**src/rtl/mux_n_para_um_seq.sv**
```systemverilog
// Registered N:1 operand multiplexer with a valid/ready output port.
// Direct mode presents one selected channel; scan mode walks channels 0..N-1 in order.
module mux_n_para_um_seq #(
    parameter int WIDTH = 16,
    parameter int N     = 6,
    parameter int SELW  = $clog2(N)
) (
    input  logic                 clock,
    input  logic                 reset_n,
    input  logic [N*WIDTH-1:0]   entradas,
    input  logic [SELW-1:0]      op,
    input  logic                 modo,
    input  logic                 iniciar,
    input  logic                 saida_ready,
    output logic [WIDTH-1:0]     saida,
    output logic                 saida_valid,
    output logic [SELW-1:0]      canal,
    output logic                 ocupado,
    output logic                 fim
);

    typedef enum logic [1:0] {
        OCIOSO,
        DIRETO,
        VARREDURA
    } state_t;

    localparam logic [SELW-1:0] LAST = SELW'(N - 1);

    state_t             state;
    state_t             state_next;
    logic [SELW-1:0]    canal_next;
    logic [WIDTH-1:0]   saida_next;
    logic               valid_next;
    logic               fim_next;
    logic [SELW-1:0]    op_clamp;
    logic [SELW-1:0]    load_idx;
    logic               load;
    logic               transfer;

    // Loop-based mux keeps the channel lookup safe when N is not a power of two.
    function automatic logic [WIDTH-1:0] pick(input logic [SELW-1:0]    idx,
                                              input logic [N*WIDTH-1:0] bus);
        logic [WIDTH-1:0] word;
        word = '0;
        for (int k = 0; k < N; k++) begin
            if (idx == SELW'(k)) begin
                word = bus[k*WIDTH +: WIDTH];
            end
        end
        return word;
    endfunction

    assign op_clamp = (op > LAST) ? LAST : op;
    assign transfer = saida_valid & saida_ready;
    assign ocupado  = (state != OCIOSO);

    always_comb begin
        state_next = state;
        canal_next = canal;
        valid_next = saida_valid;
        fim_next   = 1'b0;
        load       = 1'b0;
        load_idx   = canal;

        case (state)
            OCIOSO: begin
                if (iniciar) begin
                    load       = 1'b1;
                    valid_next = 1'b1;
                    if (modo) begin
                        load_idx   = '0;
                        state_next = VARREDURA;
                    end else begin
                        load_idx   = op_clamp;
                        state_next = DIRETO;
                    end
                    canal_next = load_idx;
                end
            end

            DIRETO: begin
                if (transfer) begin
                    valid_next = 1'b0;
                    fim_next   = 1'b1;
                    state_next = OCIOSO;
                end
            end

            VARREDURA: begin
                if (transfer) begin
                    if (canal == LAST) begin
                        valid_next = 1'b0;
                        fim_next   = 1'b1;
                        state_next = OCIOSO;
                    end else begin
                        load       = 1'b1;
                        load_idx   = canal + SELW'(1);
                        canal_next = load_idx;
                    end
                end
            end

            default: begin
                state_next = OCIOSO;
                valid_next = 1'b0;
            end
        endcase

        // saida only moves on a load edge, so it holds through stalls and after fim.
        saida_next = load ? pick(load_idx, entradas) : saida;
    end

    always_ff @(posedge clock or negedge reset_n) begin
        if (!reset_n) begin
            state       <= OCIOSO;
            canal       <= '0;
            saida       <= '0;
            saida_valid <= 1'b0;
            fim         <= 1'b0;
        end else begin
            state       <= state_next;
            canal       <= canal_next;
            saida       <= saida_next;
            saida_valid <= valid_next;
            fim         <= fim_next;
        end
    end

endmodule

```
**config.mk**
```make
export PLATFORM = sky130hd
export DESIGN_NAME = mux_n_para_um_seq
export DESIGN_NICKNAME = d
export VERILOG_FILES = /design/src/rtl/mux_n_para_um_seq.sv
export SDC_FILE = /design/constraint.sdc
export NUM_CORES = 1
export LEC_CHECK = 0
export ABC_AREA = 1
export BUFFER_PORTS_ARGS = -buffer_cell sky130_fd_sc_hd__clkbuf_2
export CAP_MARGIN = 20
export CORE_ASPECT_RATIO = 0.9
export CORE_MARGIN = 1.5
export CORE_UTILIZATION = 44
export CTS_CLUSTER_SIZE = 8
export DETAILED_ROUTE_END_ITERATION = 8
export PLACE_DENSITY = 0.87
export SKIP_LAST_GASP = 1
export SLEW_MARGIN = 20
export SYNTH_ARGS = -nofsm -noshare
export SYNTH_HDL_FRONTEND = slang
export SYNTH_SLANG_ARGS = --single-unit
```
**constraint.sdc**
```tcl
create_clock -name clock -period 2.45 [get_ports clock]
set_clock_uncertainty 0.2 [all_clocks]
set_input_delay 0.49 -clock clock [delete_from_list [all_inputs] [get_ports clock]]
set_output_delay 0.49 -clock clock [all_outputs]
set_load 0.01 [all_outputs]
```
# Word-level counts from Yosys, hierarchy flattened
# Cells that the tools add are included.
[word_totals] regBits=23 output_inout_bits=22 elab_cells=55
[op_classes] n_addsub=1 order_cmp=1 eq_ne=12 muxes=31 bitwise_logic=1 n_reduce_logical=4
[ops] operator="2-to-1 mux 16 bit" n=6
[ops] operator="2-to-1 mux 3 bit" n=5
[ops] operator="2-to-1 mux 1 bit" n=10
[ops] operator="2-to-1 mux 2 bit" n=5
[ops] operator="== test 3 bit (second input constant)" n=3
[ops] operator="inequality test 2 bit (second input constant)" n=4
[ops] operator="== test 3 x 2 -> 1 bit (second input constant)" n=2
[ops] operator="case mux 2 bit (3 select lines)" n=1
[ops] operator="case mux 3 bit (2 select lines)" n=1
[ops] operator="case mux 1 bit (2 select lines)" n=2
[ops] operator="AND reduction 4 bit" n=1
[ops] operator="adder 3 x 1 -> 3 bit (second input constant)" n=1
[ops] operator="== test 3 x 1 -> 1 bit (second input constant)" n=1
[ops] operator="greater-than comparator 3 bit (second input constant)" n=1
[ops] operator="zero test 3 bit" n=1
[ops] operator="case mux 1 bit (3 select lines)" n=1
[ops] operator="== test 2 x 1 -> 1 bit (second input constant)" n=1
[ops] operator="== test 2 bit (second input constant)" n=1
[ops] operator="zero test 2 bit" n=1
[ops] operator="nonzero test 2 bit" n=1
[ops] operator="bitwise AND 1 bit" n=1

# Longest topological paths before layout
[logic_depth] depth_word=12 mapped_depth=17 mapped_depth_nobuf=16

# Worst setup path after synthesis
# OpenSTA, ideal clock, no wires.
[synth_timing] path_kind="reg2reg" from="reg canal[1]" to="reg saida[3]" arrival_ps=1786 required_time_ps=2134 path_slack_ps=347 stages_incl_launch_ff=15 n_path_buf=1 synth_period_minus_slack_ps=2103 path_cell_list="dfrtp_1 > inv_1 > ha_1 > nand2_1 > nor3_1 > nor2_1 > nand2_1 > inv_1 > clkbuf_1 > nand3_1 > nand2_1 > nor2_1 > nand3_1 > nand2_1 > nand2_1"
[synth_between] elab_chain_len=11 word_cells_on_any_way=21 cone_classes="add/sub (1); eq/ne (6); mux (13); reduce/logical (1)"
[synth_rtl] item="start: declaration" line="17" source="output logic [SELW-1:0] canal,"
[synth_rtl] item="start signal: assignment" line="123" source="canal <= canal_next;"
[synth_rtl] item="adder 3 x 1 -> 3 bit or == test 3 bit (tied branches)" line="98, 92"
[synth_rtl] item="2-to-1 mux 3 bit"
[synth_rtl] item="2-to-1 mux 3 bit" line="91" source="if (transfer) begin"
[synth_rtl] item="case mux 3 bit (2 select lines)" line="66" source="case (state)"
[synth_rtl] item="zero test 3 bit" line="47" source="if (idx == SELW'(k)) begin"
[synth_rtl] item="2-to-1 mux 16 bit (6 in a row)" line="47"
[synth_rtl] item="end signal: assignment" line="124" source="saida <= saida_next;"
[synth_rtl] item="end: declaration" line="15" source="output logic [WIDTH-1:0] saida,"
# Several ways; a longest one is shown, not always the timed one.
# A chain may end at the register's enable or synchronous reset.

# Worst setup path after layout
[layout_timing] from="reg state[0]" to="reg saida[3]"
[layout_between] elab_chain_len=9 word_cells_on_any_way=16 cone_classes="eq/ne (6); mux (8); reduce/logical (2)"
[layout_rtl] item="start: declaration" line="30" source="state_t state;"
[layout_rtl] item="start signal: assignment" line="122" source="state <= state_next;"
[layout_rtl] item="== test 2 bit or zero test 2 bit (tied branches)" line="66"
[layout_rtl] item="case mux 3 bit (2 select lines)" line="66"
[layout_rtl] item="zero test 3 bit" line="47"
[layout_rtl] item="2-to-1 mux 16 bit (6 in a row)" line="47"
# Several ways; a longest one is shown, not always the timed one.

==> flow_summary.json <==
{
  "run_status": "complete, no violations",
  "grt_pass1_wl_mm": 10.2,
  "pwr-share-seq": 0.174,
  "io_pins": 126,
  "drc_errors": 0,
  "die-width_um": 75.6,
  "tritoncts": "done",
  "netlist_area_sq_um": 2090,
  "routedWlPerCell_um": 13.5,
  "setup_viol": 0,
  "synth_xor_area_frac": 0,
  "worstSkewPairLatency_ns": 0.26,
  "final_cell_mix": "clkbuf_2, nand2_1, inv_1",
  "synth-simple-area-share": 0.433,
  "power.share.combinational": 0.762,
  "place_congestion": 0.920,
  "power_density_nw_per_um2": 1240,
  "final_util": 0.678,
  "crit_chain": "inv_2, ha_2, inv_2, nor2_4, nand2_4, nand2_2, nand2_4, a21oi_4, buf_12, nand3_2, o21ai_1, inv_1, nand2_1, nand2_1",
  "crit_path_start_kind": "flop",
  "via_per_inst": 5.14,
  "drive_gt1_frac": 0.403,
  "clock.fmax_ghz": 0.424,
  "path_class": "flop to flop",
  "vias": 2705,
  "dieArea_sq_um": 5170,
  "post-route-period-util": 0.962,
  "synth.avg_cell_area_sq_um": 6.33,
  "antenna_found_initial": 0,
  "p_sw_frac": 0.520,
  "grt_pass1_vias": 2232,
  "synth_nets": 439,
  "fin_crit_ns": 2.36,
  "cts-root-buf": "clkbuf_8",
  "synthDistinctLibCells": 29,
  "synth_top_family_by_area": "simple AND/OR/NAND/NOR gates",
  "ys_seq_elements": 23,
  "dpl-instance-area_sq_um": 2780,
  "ant_nets": 0,
  "maxCapViolCount": 0,
  "max_slew_margin": 0.612,
  "grt_max_degree": 33,
  "synth_mux_area_frac": 0,
  "synth_fa_ha_area_frac": 0.0300,
  "slowest_stage": "dfrtp_1",
  "p_leak_nw": 1.81,
  "worstMarginPinSlew_ns": 0.582,
  "start_util": 0.462,
  "grtUsageTotal": 0.255,
  "arrival_ns": 2.32,
  "yosys_warnings": 0,
  "dp_hpwl_mm": 5.25,
  "rrSetupSlack_ns": 0.09,
  "final_nets": 574,
  "wirelength_mm": 7.09,
  "required_ns": 2.41,
  "synthCells": 330,
  "setup_ws_ns": 0.0933,
  "cts.htree.levels": 1,
  "rr_worst_depth": 14,
  "p_sw_w": 0.00198,
  "cts.clk_slew.worst_paths_ns": 0.09,
  "r2r-end": "saida[3]",
  "ys_seq_area_frac": 0.276,
  "port_buffers": 125,
  "clk_path_buf_depth": 2,
  "slew_violations": 0,
  "dieHeight_um": 68.4,
  "overflow": 0,
  "finish.instance_area_sq_um": 3060,
  "cts_sinks": 23,
  "synth_compound_area_frac": 0.126,
  "dp_slack_ns": 0.0463,
  "clkPwrFrac": 0.063,
  "drtIter0Drc": 300,
  "final_common_cell": "clkbuf_2",
  "area_growth_pct": 46.6,
  "cts_inserted_buffers": 3,
  "drtPass1Iterations": 5,
  "hp-class": "input pin to async pin",
  "final_hold_viol_count": 0,
  "rr_startpoint": "state[0]",
  "crit_fanout": 8,
  "endpoint_kind": "flop",
  "num_rows": 23,
  "worst_path_largest_cell_delay_ns": 0.40,
  "p_int_w": 0.00182,
  "diodes": 0,
  "coreArea_sq_um": 4520,
  "ir_worst_vdd_v": 0.000755
}
[area by class of cell]
cell class	count	area, sq um
clock inverters	1	5.00
clock buffers	3	41.3
flip-flops and latches	23	577
well taps	62	77.6
fillers	383	1460
multi-input cells	246	1340
inverters	46	175
repair buffers	145	842
[cell usage after synthesis (all sizes together)]
library cell  count  area share
o21ai            21       0.052
dfrtp            23        0.28
inv              46       0.083
nand4            16       0.048
nand2           104        0.20
o211ai           16       0.058
ha                5       0.030
nand3b            1      0.0036
buf              13       0.046
clkbuf            4      0.0072
a21oi             2       0.010
nand3            37       0.097
nor2             38       0.078
a31oi             1      0.0030
nor3              2       0.010
o22ai             1      0.0030
[per-layer routing]
| layer | track usage | share of wire | vias to the layer above |
|---|---|---|---|
| li1 | - | - | 1345 |
| met1 | 0.379 | 0.43 | 1210 |
| met2 | 0.393 | 0.48 | 135 |
| met3 | 0.0339 | 0.074 | 15 |
| met4 | 0.0536 | 0.018 | 0 |
| met5 | 0 | 0 | - |
[sequential cells by signal (all words and copies together), names as in the netlist]
signal	flops
canal	3
fim	1
saida	16
saida_valid	1
state	2
[metrics by stage]
| stage | hold WS, ns | total power, W | TNS [ns] | instances |
|---|---|---|---|---|
| floorplan | -0.00559 | 0.00236 | 0 | 330 |
| global placement | 0.262 | 0.00298 | 0 | 511 |
| detailed placement | 0.266 | 0.00303 | 0 | 511 |
| CTS | 0.0306 | 0.00327 | 0 | 515 |
| global route | 0.0538 | 0.00415 | -0.329 | 526 |
| finish | 0.00814 | 0.00380 | 0 | 526 |
[critical path: cells and delay by family, from the launching register on]
kind | cells | cell delay (ns)
DFF | 1 | 0.40
and+or+nand+nor | 7 | 0.66
buffers and inverters | 4 | 0.36
AOI/OAI and AO/OA | 2 | 0.42
adders and majority gates | 1 | 0.19
[power groups by stage]
stage	Clock [W]	Sequential, W	Combinational (W)
final	0.000241	0.000661	0.00290
after global routing	0.000250	0.000680	0.00322
after CTS	0.000237	0.000659	0.00238
after detailed placement	0	0.000667	0.00236
after global placement	0	0.000659	0.00232
after floorplan	0	0.000733	0.00162
[worst max-delay path by stage]
stage | from | endpoint | slack, ns
finish | state[0] | saida[3] | 0.09
global route | state[0] | saida[13] | -0.08
CTS | state[0] | saida[7] | 0.02
detailed placement | state[0] | saida[11] | 0.05
global placement | state[0] | saida[11] | 0.13
floorplan | canal[1] | saida[3] | 0.35
[cells by family (layout without fill, tap and decap cells)]
| group | after synthesis | after routing |
|---|---|---|
| buf+inv | 63 | 195 |
| fa+ha+maj | 5 | 5 |
| flops | 23 | 23 |
| compound gates | 41 | 41 |
| simple gates | 198 | 200 |
[repair_timing]
item | CTS | global route
buffers inserted | 0 | 9
hold endpoints to repair | 0 | 0
hold buffers | 0 | 0
endpoints found under the setup margin | 0 | 16
gates resized for setup | 0 | 34
Note: power is estimated with default switching activity, not from simulation.
